`config.mk`:
```
export PLATFORM = sky130hd
export DESIGN_NAME = xbar_crdt_rtn_gen
export DESIGN_NICKNAME = d
export VERILOG_FILES = /design/src/rtl/xbar_crdt_rtn_gen.sv
export SDC_FILE = /design/constraint.sdc
export NUM_CORES = 1
export LEC_CHECK = 0
export CORE_ASPECT_RATIO = 0.6
export CORE_MARGIN = 4
export CORE_UTILIZATION = 30
export CTS_BUF_LIST = sky130_fd_sc_hd__clkbuf_16
export DETAILED_ROUTE_END_ITERATION = 10
export PLACE_DENSITY_LB_ADDON = 0.1
export SLEW_MARGIN = 20
export SYNTH_ARGS = -nofsm -noshare
export SYNTH_HDL_FRONTEND = slang
export SYNTH_SLANG_ARGS = --single-unit
export TNS_END_PERCENT = 100
```
`constraint.sdc`:
```
create_clock -name clk -period 2.18 [get_ports clk]
set_input_delay 0.436 -clock clk [delete_from_list [all_inputs] [get_ports clk]]
set_output_delay 0.436 -clock clk [all_outputs]
set_load 0.02 [all_outputs]
```
`src/rtl/xbar_crdt_rtn_gen.sv`:
```
// xbar_crdt_rtn_gen: advertises, tracks and returns ingress credits for the three ISU->xbar request channels.
// Define MPC_CRDT_RTN_COALESCE_EN to batch credit returns by threshold/timeout instead of returning immediately.
module xbar_crdt_rtn_gen #(
   parameter int NumCh   = 3,
   parameter int ChDepth = 8,
   parameter int CrdtW   = 4,
   parameter int CoalThr = 4,
   parameter int CoalTmo = 16
) (
   input  logic                         clk,
   input  logic                         rst_n,
   input  logic                         d_req_valid,
   input  logic [NumCh-1:0]             d_req_channel_1hot_id,
   input  logic [NumCh-1:0]             slot_free,
   output logic [NumCh-1:0][CrdtW-1:0]  u_xbar_crdt_rtn,
   output logic                         init_done,
   output logic [NumCh-1:0]             crdt_err
);

   localparam int OccW = $clog2(ChDepth + 1);

   if (CoalThr > ChDepth || CoalThr < 1 || CoalTmo < 2 || (1 << CrdtW) <= ChDepth) begin : g_cfg_err
      $error("xbar_crdt_rtn_gen: inconsistent credit parameters");
   end

   typedef enum logic [1:0] {S_RST, S_INIT, S_RUN} state_t;

   state_t                       r_state, w_state_nxt;
   logic [NumCh-1:0][OccW-1:0]   r_occ, w_occ_nxt;
   logic [NumCh-1:0][CrdtW-1:0]  r_rtn, w_rtn_nxt;
   logic [NumCh-1:0]             r_err, w_err_nxt;
   logic                         r_init_done;
   logic [NumCh-1:0]             w_req, w_vfree, w_ovf;
   logic                         w_onehot;

`ifdef MPC_CRDT_RTN_COALESCE_EN
   localparam int TmrW = $clog2(CoalTmo);
   logic [NumCh-1:0][CrdtW-1:0]  r_pend, w_pend_nxt, w_sum;
   logic [NumCh-1:0][TmrW-1:0]   r_tmr, w_tmr_nxt;
   logic [NumCh-1:0]             w_flush;
`endif

   always_comb begin
      w_state_nxt = r_state;
      if (r_state == S_RST) w_state_nxt = S_INIT;
      else w_state_nxt = S_RUN;
   end

   assign w_onehot = $onehot(d_req_channel_1hot_id);

   always_comb begin
      w_occ_nxt = r_occ;
      w_rtn_nxt = '0;
      w_err_nxt = r_err;
      w_req     = '0;
      w_vfree   = '0;
      w_ovf     = '0;
`ifdef MPC_CRDT_RTN_COALESCE_EN
      w_pend_nxt = r_pend;
      w_tmr_nxt  = r_tmr;
      w_sum      = '0;
      w_flush    = '0;
`endif
      if (r_state != S_RUN) begin
         // Traffic before the initial advertisement is a protocol violation and is dropped.
         w_err_nxt = r_err | slot_free | (d_req_valid ? d_req_channel_1hot_id : '0);
         w_rtn_nxt = (r_state == S_INIT) ? {NumCh{CrdtW'(ChDepth)}} : '0;
      end else begin
         if (d_req_valid && !w_onehot) w_err_nxt = w_err_nxt | d_req_channel_1hot_id;
         for (int i = 0; i < NumCh; i++) begin
            w_req[i]   = d_req_valid && w_onehot && d_req_channel_1hot_id[i];
            w_vfree[i] = slot_free[i] && (r_occ[i] != '0);
            w_ovf[i]   = w_req[i] && (r_occ[i] == OccW'(ChDepth)) && !w_vfree[i];
            if ((slot_free[i] && r_occ[i] == '0) || w_ovf[i]) w_err_nxt[i] = 1'b1;
            w_occ_nxt[i] = r_occ[i] + OccW'(w_req[i] && !w_ovf[i]) - OccW'(w_vfree[i]);
`ifdef MPC_CRDT_RTN_COALESCE_EN
            w_sum[i]      = r_pend[i] + CrdtW'(w_vfree[i]);
            w_flush[i]    = (w_sum[i] >= CrdtW'(CoalThr)) ||
                            ((r_tmr[i] == TmrW'(CoalTmo - 1)) && (r_pend[i] != '0));
            w_rtn_nxt[i]  = w_flush[i] ? w_sum[i] : '0;
            w_pend_nxt[i] = w_flush[i] ? '0 : w_sum[i];
            w_tmr_nxt[i]  = (w_flush[i] || r_pend[i] == '0) ? '0 : r_tmr[i] + TmrW'(1);
`else
            w_rtn_nxt[i] = CrdtW'(w_vfree[i]);
`endif
         end
      end
   end

   always_ff @(posedge clk or negedge rst_n) begin
      if (!rst_n) begin
         r_state     <= S_RST;
         r_occ       <= '0;
         r_rtn       <= '0;
         r_err       <= '0;
         r_init_done <= 1'b0;
      end else begin
         r_state     <= w_state_nxt;
         r_occ       <= w_occ_nxt;
         r_rtn       <= w_rtn_nxt;
         r_err       <= w_err_nxt;
         r_init_done <= (r_state == S_RUN);
      end
   end

`ifdef MPC_CRDT_RTN_COALESCE_EN
   always_ff @(posedge clk or negedge rst_n) begin
      if (!rst_n) begin
         r_pend <= '0;
         r_tmr  <= '0;
      end else begin
         r_pend <= w_pend_nxt;
         r_tmr  <= w_tmr_nxt;
      end
   end
`endif

   assign u_xbar_crdt_rtn = r_rtn;
   assign init_done       = r_init_done;
   assign crdt_err        = r_err;

endmodule
```
==> run summary <==
The flow ran to the end, but the final reports show violations. The checks that failed: negative setup slack. The worst setup path is captured at a register. Counting instances in the post-synthesis netlist gives the leading cell types as dfrtp_1 (22), nand2_1 (21), inv_1 (16). The final-report hold violation count came out at 0.

The die covers 6250 sq um. The final critical path time including I/O delays and setup was 2.31 ns; the number of distinct library cells after synthesis was 42. The routed design has 3.37 mm of wire. The top flip-flop cell by instance count after synthesis is dfrtp_1. The tools report the netlist area before placement as 1510 sq um. The critical path in this run is classified as input port to register. Setup repair after global routing could not meet its margin everywhere.

The number of placement rows is 19. For flop-to-flop paths, the worst setup slack is -0.01 ns. For this block, the initial DRC count from the detailed router was 58.

Post-route standard cell area excluding fillers: 2060 sq um. The share of the synthesized area in the top cell type works out to 0.366. Total number of H-tree levels: 1.

The cell chosen for the clock root was clkbuf_16. The share of layout cells above drive strength 1 is 0.312. The synthesized design contains 0 enable-type register cells.

Along the worst path, the maximum fanout reaches 4. The async set-or-reset flop fraction in the synthesized netlist works out to 1.00. Number of register bits inferred by synthesis: 22. In the final routed layout, each cell accounts on average for 12.8 microns. The class of the worst hold path is register to register.

The number of global-route vias before repair is 1123, and the clock edge transition at the registers on the reported setup and hold paths is 0.06 ns. The die boundary height works out to 62.9 microns. The worst hold path stage count works out to 1. The all-layer global routing usage was 0.113.

Max-cap violations in this run came to 0. Clock latency on the worst-skew pair, taken at its later pin, is 0.26 ns. The starting density of the core is 0.320. TritonCTS built the clock tree. For this run, design rule violations remaining after detail routing come to 0. For the final database, setup skew stands at 0.00281 ns. The run gives 0 as the number of pins exceeding their max-slew limit in the final report. The tools report the type of element launching the critical path as an input port.

Dividing total power by cell area gives a power density of 1190 nW/um^2. End of the worst register-to-register path: r_occ[10]. The critical hold path startpoint is r_state[0]. In this run the standard cell core region covers 4710 sq um.

The width of the die was 99.4 microns; the count of synthesis-stage warnings from yosys was 0. Timing would allow up to 434 MHz. The part of the cycle the worst path needs works out to 1.06.

The tools report the I/O pin count as 25. The largest total area in the synthesized netlist belongs to dfrtp_1. The per-instance average area after synthesis is 9.59 sq um, and the setup total negative slack is -0.315 ns.

Entering global routing, the biggest net connects 23 pins. The analysis attributes to cell leakage a power of 0.963 nW. The maximum vdd drop is 520 uV.

The first global-routing pass estimated 5.52 mm of wire. The final setup slack of the worst path was -0.127 ns. Before antenna repair, the detailed router went through 4 iterations. The logs give 2.32 ns for the data required time of the critical path and 0.780 for the routability-driven placement congestion ratio.

The count of nets left with antenna violations once routing finished came out at 0. Input and output buffers added on the ports amount to 18. 0 antenna diodes ended up in the layout.

The routed layout has 1188 vias. Ranked by total cell area, the synthesized netlist is headed by dfrtp_1 (37%), ha_1 (12%), fa_1 (5.3%), nand2_1 (5.2%), o21ai_0 (4.0%). The tools report the endpoint of the worst hold-timing path as u_xbar_crdt_rtn[11]. Once placement finished, the instance area stood at 1900 sq um. The area growth from synthesis to layout is 36.9%. For the initial antenna violation count, the log shows 0. The total number of nets in the final design came out at 229. Most repeated cell in the gate-level netlist after synthesis: dfrtp_1. Buffers inserted during clock tree synthesis total 3.

After legalization and detailed placement, the total HPWL measured 2.44 mm. The finished layout holds 262 standard cells, fillers aside. The logs give 450 for the number of filler instances in the final layout and 0 for the leftover overflow at the end of global routing. The worst endpoint data arrival time was 2.45 ns.

In this run the critical register-to-register path is launched from r_occ[10]. After technology mapping, the gate count stands at 157. Setup violations remaining at the end of the flow were counted as 8. The number of cells on the worst reg-to-reg path came out at 12.

The number of placed instances with taps included was 254; the number of vias per cell was 4.53. The logs give 2 for the maximum count of clock buffers along a single path and 22 for the clock sink total. Sequential fraction of the synthesis area: 0.366.

The tools report the final standard cell utilization of the core as 0.438.
==> flip-flops by register name (all words and copies together), names as in the netlist <==
register / count
init_done: 1
crdt_err: 3
r_occ: 12
u_xbar_crdt_rtn: 4
r_state: 2
==> cell usage in the layout, fill, tap and decap left out, types with 3 or more instances in the layout <==
| master | count |
|---|---|
| a21o_1 | 3 |
| nand4b_1 | 3 |
| xnor2_1 | 3 |
| o21ai_1 | 8 |
| nor2_1 | 5 |
| a21oi_1 | 4 |
| inv_2 | 3 |
| fa_2 | 3 |
| buf_4 | 28 |
| conb_1 | 6 |
| nand2_1 | 20 |
| ha_2 | 4 |
| dfrtp_1 | 22 |
| clkdlybuf4s50_1 | 15 |
| ha_1 | 10 |
| inv_1 | 11 |
| clkbuf_16 | 3 |
==> timing repair <==
item / CTS / global route
gates cloned: 0 / 0
resized for setup: 23 / 10
hold buffers: 0 / 0
endpoints found under the setup margin: 15 / 9
pin swaps: 6 / 10
setup buffers: 3 / 2
==> power by group <==
group	switching [W]	internal [W]	total, W
Combinational	0.000686	0.000722	0.00141
Sequential	0.0000910	0.000562	0.000653
Clock	0.000157	0.000243	0.000400
Total	0.000934	0.00153	0.00246
==> layout make-up <==
cell class	instances	area, sq um	area share
Sequential cell	22	551	0.267
Clock buffer	3	75.1	0.0364
Multi-Input combinational cell	110	875	0.424
Inverter	17	78.8	0.0383
Timing Repair Buffer	47	403	0.196
Tap cell	63	78.8	0.0383
==> critical path: stages <==
cell and delay [ns]:
buf_8 0.09, inv_8 0.03, fa_1 0.51, nand4b_1 0.31, o21ai_1 0.22, ha_2 0.21
inv_2 0.04, fa_2 0.36, xnor2_2 0.13, nand2_1 0.06, o21ai_1 0.06
==> how the worst max path moves through the flow <==
stage	from	to	slack, ns	cells past startpoint
after global routing	d_req_channel_1hot_id[2]	r_occ[10]	-0.19	11
after global placement	d_req_channel_1hot_id[2]	r_occ[2]	-0.81	11
final	d_req_channel_1hot_id[2]	r_occ[10]	-0.13	11
after floorplan	d_req_channel_1hot_id[2]	r_occ[2]	-0.07	10
after detailed placement	d_req_channel_1hot_id[2]	r_occ[10]	-0.84	12
after CTS	d_req_channel_1hot_id[2]	r_occ[5]	-0.04	10
==> stage by stage <==
| stage | hold WS (ns) | setup WS (ns) | total power [W] |
|---|---|---|---|
| floorplan | 0.140 | -0.0696 | 0.00153 |
| global placement | 0.481 | -0.812 | 0.00192 |
| detailed placement | 0.494 | -0.843 | 0.00193 |
| CTS | 0.511 | -0.0433 | 0.00239 |
| global route | 0.537 | -0.193 | 0.00270 |
| finish | 0.503 | -0.127 | 0.00246 |
==> logic make-up after synthesis <==
| logic type | after synthesis | synth area share |
|---|---|---|
| fa+ha+maj | 19 | 0.178 |
| flops | 22 | 0.366 |
| simple gates | 43 | 0.150 |
| buf+inv | 30 | 0.112 |
| xor+xnor | 6 | 0.0349 |
| other cells | 1 | 0.00249 |
| compound gates | 36 | 0.156 |
==> per-layer routing <==
layer	track usage	up-vias	part of all wire
li1	-	611	-
met1	0.160	553	0.53
met2	0.165	22	0.42
met3	0.0323	2	0.042
met4	0.0358	0	0.012
met5	0	-	0
No activity file was read; power rests on OpenSTA's default activity.
